==> src/rtl/disp_scheduler.sv <==
// Round-robin scheduler that lends a shared two-digit display to four requesters for a fixed dwell.
// Optional build macro DISP_SCHED_PREEMPT_EN lets requester 0 cut short any other requester's dwell.
module disp_scheduler #(
   parameter int unsigned DWELL_CYCLES = 25000000
) (
   input  logic        clk,
   input  logic        rst_n,
   input  logic [3:0]  req,
   input  logic [23:0] req_value,
   output logic [3:0]  ack,
   output logic [5:0]  disp_value,
   output logic        disp_neg,
   output logic [1:0]  disp_src,
   output logic        disp_valid
);

   typedef enum logic {
      ST_IDLE = 1'b0,
      ST_HOLD = 1'b1
   } state_t;

   localparam logic [25:0] RELOAD_C = 26'(DWELL_CYCLES - 32'd1);

   state_t      state_q, state_d;
   logic [25:0] cnt_q, cnt_d;
   logic [1:0]  last_src_q, last_src_d;
   logic [3:0]  ack_q, ack_d;
   logic [5:0]  disp_value_q, disp_value_d;
   logic        disp_neg_q, disp_neg_d;
   logic [1:0]  disp_src_q, disp_src_d;
   logic        disp_valid_q, disp_valid_d;

   logic        req_any_s;
   logic        base_grant_s;
   logic        preempt_s;
   logic        grant_s;
   logic [1:0]  rr_win_s;
   logic [1:0]  win_s;
   logic [5:0]  win_value_s;

   // First set request bit after the previous owner, wrapping back to the previous owner last.
   function automatic logic [1:0] rr_pick(input logic [3:0] r, input logic [1:0] last);
      logic [1:0] idx;
      logic [1:0] win;
      logic       found;
      win   = last;
      found = 1'b0;
      for (int k = 1; k <= 4; k++) begin
         idx = last + 2'(k);
         if (!found && r[idx]) begin
            win   = idx;
            found = 1'b1;
         end else begin
            found = found;
         end
      end
      return win;
   endfunction

   assign req_any_s = |req;
   assign rr_win_s  = rr_pick(req, last_src_q);

`ifdef DISP_SCHED_PREEMPT_EN
   assign preempt_s = (state_q == ST_HOLD) && req[0] && (disp_src_q != 2'd0);
`else
   assign preempt_s = 1'b0;
`endif

   // Grant points: any request while idle, or any request once the dwell has expired.
   always_comb begin
      base_grant_s = 1'b0;
      case (state_q)
         ST_IDLE: base_grant_s = req_any_s;
         ST_HOLD: begin
            if (cnt_q == 26'd0) begin
               base_grant_s = req_any_s;
            end else begin
               base_grant_s = 1'b0;
            end
         end
         default: base_grant_s = 1'b0;
      endcase
   end

   assign grant_s     = base_grant_s | preempt_s;
   assign win_s       = preempt_s ? 2'd0 : rr_win_s;
   assign win_value_s = req_value[6*win_s +: 6];

   // Next-state, capture and dwell countdown.
   always_comb begin
      state_d      = state_q;
      cnt_d        = cnt_q;
      last_src_d   = last_src_q;
      ack_d        = 4'b0000;
      disp_value_d = disp_value_q;
      disp_neg_d   = disp_neg_q;
      disp_src_d   = disp_src_q;
      disp_valid_d = disp_valid_q;
      if (grant_s) begin
         state_d      = ST_HOLD;
         cnt_d        = RELOAD_C;
         last_src_d   = win_s;
         ack_d        = 4'b0001 << win_s;
         disp_value_d = win_value_s;
         disp_neg_d   = win_value_s[5];
         disp_src_d   = win_s;
         disp_valid_d = 1'b1;
      end else begin
         case (state_q)
            ST_IDLE: disp_valid_d = 1'b0;
            ST_HOLD: begin
               // Expiry without requests keeps the last value on the display, just marked stale.
               if (cnt_q != 26'd0) begin
                  cnt_d = cnt_q - 26'd1;
               end else begin
                  state_d      = ST_IDLE;
                  disp_valid_d = 1'b0;
               end
            end
            default: begin
               state_d      = ST_IDLE;
               disp_valid_d = 1'b0;
            end
         endcase
      end
   end

   // State and output registers; last_src resets to 3 so requester 0 wins first.
   always_ff @(posedge clk or negedge rst_n) begin
      if (!rst_n) begin
         state_q      <= ST_IDLE;
         cnt_q        <= 26'd0;
         last_src_q   <= 2'd3;
         ack_q        <= 4'b0000;
         disp_value_q <= 6'd0;
         disp_neg_q   <= 1'b0;
         disp_src_q   <= 2'd0;
         disp_valid_q <= 1'b0;
      end else begin
         state_q      <= state_d;
         cnt_q        <= cnt_d;
         last_src_q   <= last_src_d;
         ack_q        <= ack_d;
         disp_value_q <= disp_value_d;
         disp_neg_q   <= disp_neg_d;
         disp_src_q   <= disp_src_d;
         disp_valid_q <= disp_valid_d;
      end
   end

   assign ack        = ack_q;
   assign disp_value = disp_value_q;
   assign disp_neg   = disp_neg_q;
   assign disp_src   = disp_src_q;
   assign disp_valid = disp_valid_q;

endmodule
==> config.mk <==
export PLATFORM = sky130hd
export DESIGN_NAME = disp_scheduler
export DESIGN_NICKNAME = d
export VERILOG_FILES = /design/src/rtl/disp_scheduler.sv
export SDC_FILE = /design/constraint.sdc
export NUM_CORES = 1
export LEC_CHECK = 0
export CAP_MARGIN = 30
export CELL_PAD_IN_SITES_DETAIL_PLACEMENT = 1
export CELL_PAD_IN_SITES_GLOBAL_PLACEMENT = 2
export CORE_MARGIN = 5
export CORE_UTILIZATION = 36
export CTS_BUF_LIST = sky130_fd_sc_hd__clkbuf_2
export DETAILED_ROUTE_END_ITERATION = 8
export PLACE_DENSITY = 0.95
export SLEW_MARGIN = 15
export SYNTH_ARGS = -nofsm -noshare
export SYNTH_HDL_FRONTEND = slang
export SYNTH_SLANG_ARGS = --single-unit
==> constraint.sdc <==
create_clock -name clk -period 5.8 [get_ports clk]
set_clock_uncertainty 0.1 [all_clocks]
set_input_delay 1.16 -clock clk [delete_from_list [all_inputs] [get_ports clk]]
set_output_delay 1.16 -clock clk [all_outputs]
set_load 0.02 [all_outputs]
* Yosys cells after proc, flatten, opt, wreduce, memory -nomap -nowiden
Index checks and enable logic that the tools add are counted. Widths: inputs -> output; s select.
Storage, ports and cells: register bits after elaboration 43
Cells by class: shifts and indexed selects 2, mux-type cells 27, order comparisons 4, bitwise logic cells 1, $add $sub $neg 4, multiply operators 1, eq/ne operators 1, reduce and logical (&&, ||, !) cells 12
Operators with widths (count):
- $mux 26 | 3
- $logic_not 26->1 | 1
- $reduce_bool 26->1 | 1
- $sub 26x1->26 const B | 1
- $shiftx 24x6->6 | 1
- $mux 1 | 13
- $lt 2x3->1 const B | 4
- $bmux 1 s2 | 4
- $mux 2 | 4
- $add 2x2->2 const B | 2
- $mul 2x2->4 const A | 1
- $mux 4 | 1
- $pmux 1 s2 | 2
- $reduce_bool 2->1 | 2
- $reduce_or 4->1 | 1
- $shl 1x2->4 const A | 1
- $logic_and 1x1->1 | 3
- $logic_not 1->1 | 3
- $ne 3x3->1 const B | 1
- $add 2x1->2 const B | 1
- $reduce_and 2->1 | 1
- $not 1->1 | 1

* Logic depth before layout (Yosys ltp)
word-level depth 15, mapped depth 8

* Worst setup path before layout
No wires, ideal clock.
kind in2reg, start point input port req[1], end point register disp_value_q[4], in the netlist disp_value[4], stages 7, data arrival time 2354 ps, setup time 95 ps, path buffers 2, required time 5605 ps, path slack 3251 ps, cells stage by stage nor2b_1 -> o21bai_1 -> and3_1 -> clkbuf_1 -> buf_2 -> a211oi_1 -> o31ai_1
Between the ends: word-level cells in the longest chain between the ends 14, elaborated cells between the ends (all ways) 26
RTL lines:
- from (decl) | line 8 | input logic [3:0] req,
- $bmux 1 s2 | line 50 | if (!found && r[idx]) begin
- $mux 1 (implied by the code) | line 50
- $mux 1 | line 50
- $logic_not 1->1 | line 50
- $logic_and 1x1->1 | line 50
- $mux 1 | line 50
- $logic_not 1->1 | line 50
- $logic_and 1x1->1 | line 50
- $mux 1 | line 50
- $logic_not 1->1 | line 50
- $logic_and 1x1->1 | line 50
- $mux 2 | line 50
- $mul 2x2->4 | line 87 | assign win_value_s = req_value[6*win_s +: 6];
- $shiftx 24x6->6 | line 87
- to (signal assigned) | line 144 | disp_value_q <= disp_value_d;
- to (decl) | line 28 | logic [5:0] disp_value_q, disp_value_d;
Parallel ways exist; a longest one is shown, timed or not. The select of a mux whose other input is x is not followed. A chain may end at the register's enable or synchronous reset.

* Worst setup path after layout
start point input port req[1], end point register disp_value_q[5], in the netlist disp_value[5]
Same word-level chain as after synthesis.

==> impl_metrics.yaml <==
floorplan:
  die_area_sq_um: 8890
  die_w_um: 94.3
  start_util_pct: 37.2
  core_sq_um: 6870
  std_cell_rows: 30
  ios: 44
  die_h_um: 94.3
sta:
  timing.hold.ws_ns: 0.426
  timing.final.crit_share_pct: 59.7
  rsz0062_at_grt: "false"
  fin_tns_setup_ns: 0
  fin_ws_ns: 2.33
  drv_slew: 0
  clock.fmax_ghz: 0.289
  min_period_ns: 3.47
  worst_pin_slew_ns: 0.916
  final-hold-violation-count: 0
  setup-violations-final: 0
  relSlewSlack_pct: 38.8
placed_design:
  place_congestion: 0.758
  pre_cts_ws_ns: 1.94
  place_hpwl_um: 5170
  io_buffers: 43
global_routing:
  gr-usage-all-layers_pct: 17.4
  grt_antenna_before_repair: 0
  grt_pass1_wl_um: 12300
  grt_max_degree: 43
  grt_pass1_vias: 2448
  grt-ovfl-total: 0
hold_path:
  holdCritPathClass: "flop to flop"
  hp-start: "disp_valid$_DFFE_PN0P_"
  worstHoldPathCells: 2
pwr:
  seqPwrFrac_pct: 52.1
  p_sw_share_pct: 34.7
  combPwrFrac_pct: 24.4
  p_leak_nw: 1.23
  internal-power_mw: 0.484
  pwr_density_cell_nw_per_um2: 240
  p_sw_mw: 0.258
  peakVddDrop_mv: 0.117
  p_clk_share_pct: 23.5
logic_synthesis:
  synth.net_count: 306
  synthesis.area_sq_um: 2560
  yosys_warnings: 0
  synthFlopType: "dfrtp_1"
  ys_async_sr_fraction_pct: 100
  synth.yosys.seq_area_share_pct: 41.2
  synth-seq-cells: 42
  syn_avg_cell_area_sq_um: 9.33
  synth_edf_count: 0
  yosysUniqueCellTypes: 56
  synth_cells: 274
clocking:
  insertion_delay_ns: 0.42
  cts_hold_buf: 0
  clk_path_buf_depth: 2
  cts_buffers: 5
  post_cts_resized: 0
  cts.clk_slew.worst_paths_ns: 0.23
  tritoncts: "built"
  root_buffer: "clkbuf_2"
  post-cts-setup-buffers: 0
  h-tree-depth: 2
  clkSinkCount: 42
final_layout:
  layout.nets: 340
  diodes: 0
  layout.cells.most_common_list: "42 x clkdlybuf4s50_1, 40 x dfrtp_1, 21 x nor2_1"
  drive_gt1_share_pct: 9.06
  syn_to_final_growth_pct: 21.1
  mostFrequentLayoutCell: "clkdlybuf4s50_1"
detailed_routing:
  wl_per_cell_um: 17.9
  routed_via_density: 5.72
  wl_um: 7250
  first_iter_violations: 130
  vias: 2315
  ant_nets: 0
  route.detailed.drc: 0
  drt-pass1-iter-count: 4
critical_path:
  reg2regPathDepth: 7
  max_stage_delay_ns: 0.74
  cpMaxStageDelayCell: "o21bai_1"
  cp.required_ns: 6.02
  r2r_end: "disp_value[5]$_DFFE_PN0P_"
  cp.arrival_ns: 3.69
  crit-reg2reg-launch: "cnt_q[0]$_DFFE_PN0P_"
  startpoint: "req[1]"
  crit_end: "disp_value[5]$_DFFE_PN0P_"
  crit_chain: "clkdlybuf4s50_1 > nor2b_1 > o21bai_1 > and3_1 > a211oi_1 > o31ai_1"
  critPathLaunchType: "primary input"
  timing_worst_setup_path_type: "primary input to flop"
  end_kind: "flop"
  r2r_setup_slack_ns: 3.08
  cp_max_fo: 15
run_status:
  outcome: "finished, final reports clean"
flow_run:
  maxCapViolations: 0
## synthesized netlist by cell type, types with 2 or more instances
library cell,count,area share (%)
inv_1,15,2.2
nor2b_1,2,0.49
o21ai_1,3,0.59
o31ai_1,18,5.3
xor2_1,2,0.69
o211a_1,2,0.78
nand3_1,11,2.2
o21ai_0,15,2.9
dfstp_2,2,2.1
nand4_1,3,0.73
nand2_1,8,1.2
nor2_1,21,3.1
nor3_1,19,3.7
a31oi_1,15,3.7
a211o_1,4,1.4
buf_2,5,0.98
o221ai_1,2,0.69
nor4_1,3,0.73
mux2i_1,2,0.78
buf_4,2,0.59
nand2b_1,2,0.49
a211oi_1,12,3.5
clkbuf_1,8,1.2
and4_1,2,0.69
and3_1,4,0.98
or4_1,5,1.5
a21o_1,2,0.59
a21oi_1,10,2.0
o21a_1,4,1.2
dfrtp_1,40,39
ha_1,2,0.98
o41ai_1,2,0.69
nor4_2,2,0.98
buf_6,3,1.3
## registers in the layout (all words and copies together), names as in the netlist
name / count
cnt_q: 26
disp_value: 6
state_q: 1
disp_valid: 1
last_src_q: 2
ack: 4
disp_src: 2
## power by group through the flow
stage / sequential, mW / combinational [mW] / clock (mW)
after detailed placement: 0.393 / 0.179 / 0
after CTS: 0.386 / 0.181 / 0.179
after floorplan: 0.374 / 0.129 / 0
after global routing: 0.395 / 0.203 / 0.196
final: 0.387 / 0.181 / 0.174
after global placement: 0.388 / 0.172 / 0
## critical path: cells and delay by family
family          cells  cell delay, ns
compound gates      3            1.19
buf+inv             1            0.50
simple gates        2            0.82
## worst min-delay path by stage
stage / endpoint
6_report: disp_valid$_DFFE_PN0P_
5_1_grt: cnt_q[7]$_DFFE_PN0P_
4_1_cts: disp_valid$_DFFE_PN0P_
3_5_place_dp: disp_valid$_DFFE_PN0P_
3_3_place_gp: disp_valid$_DFFE_PN0P_
2_1_floorplan: cnt_q[25]$_DFFE_PN0P_
## layer usage
metal / track usage, % / wire [um] / share of wire (%)
met1: 22.6 / 3290 / 45
met2: 29.5 / 3700 / 51
met3: 3.04 / 144 / 2.0
met4: 4.57 / 107 / 1.5
met5: 0 / 0 / 0
## final cells by class
type | count | area [sq um]
inverters | 16 | 62.6
flip-flops and latches | 42 | 1050
repair buffers | 45 | 453
clock buffers | 5 | 25.0
multi-input cells | 198 | 1340
well taps | 96 | 120
clock inverters | 3 | 40.0
fillers | 786 | 3770
## cell families after synthesis
family / synth area share (%)
xor+xnor: 1.03
mux: 0.783
simple gates: 22.9
compound gates: 26.6
buf+inv: 6.51
fa+ha+maj: 0.979
flops: 41.2
## per-stage QoR
step / instance area, sq um / util [%] / power, mW / std cells
after floorplan: 2560 / - / 0.503 / 274
after CTS: 3080 / 44.8 / 0.746 / 404
after global routing: 3100 / 45.1 / 0.794 / 405
after global placement: 3010 / 43.8 / 0.561 / 396
after detailed placement: 3010 / 43.8 / 0.572 / 396
final: 3100 / 45.1 / 0.742 / 405
Note: power is estimated with default switching activity, not from simulation.
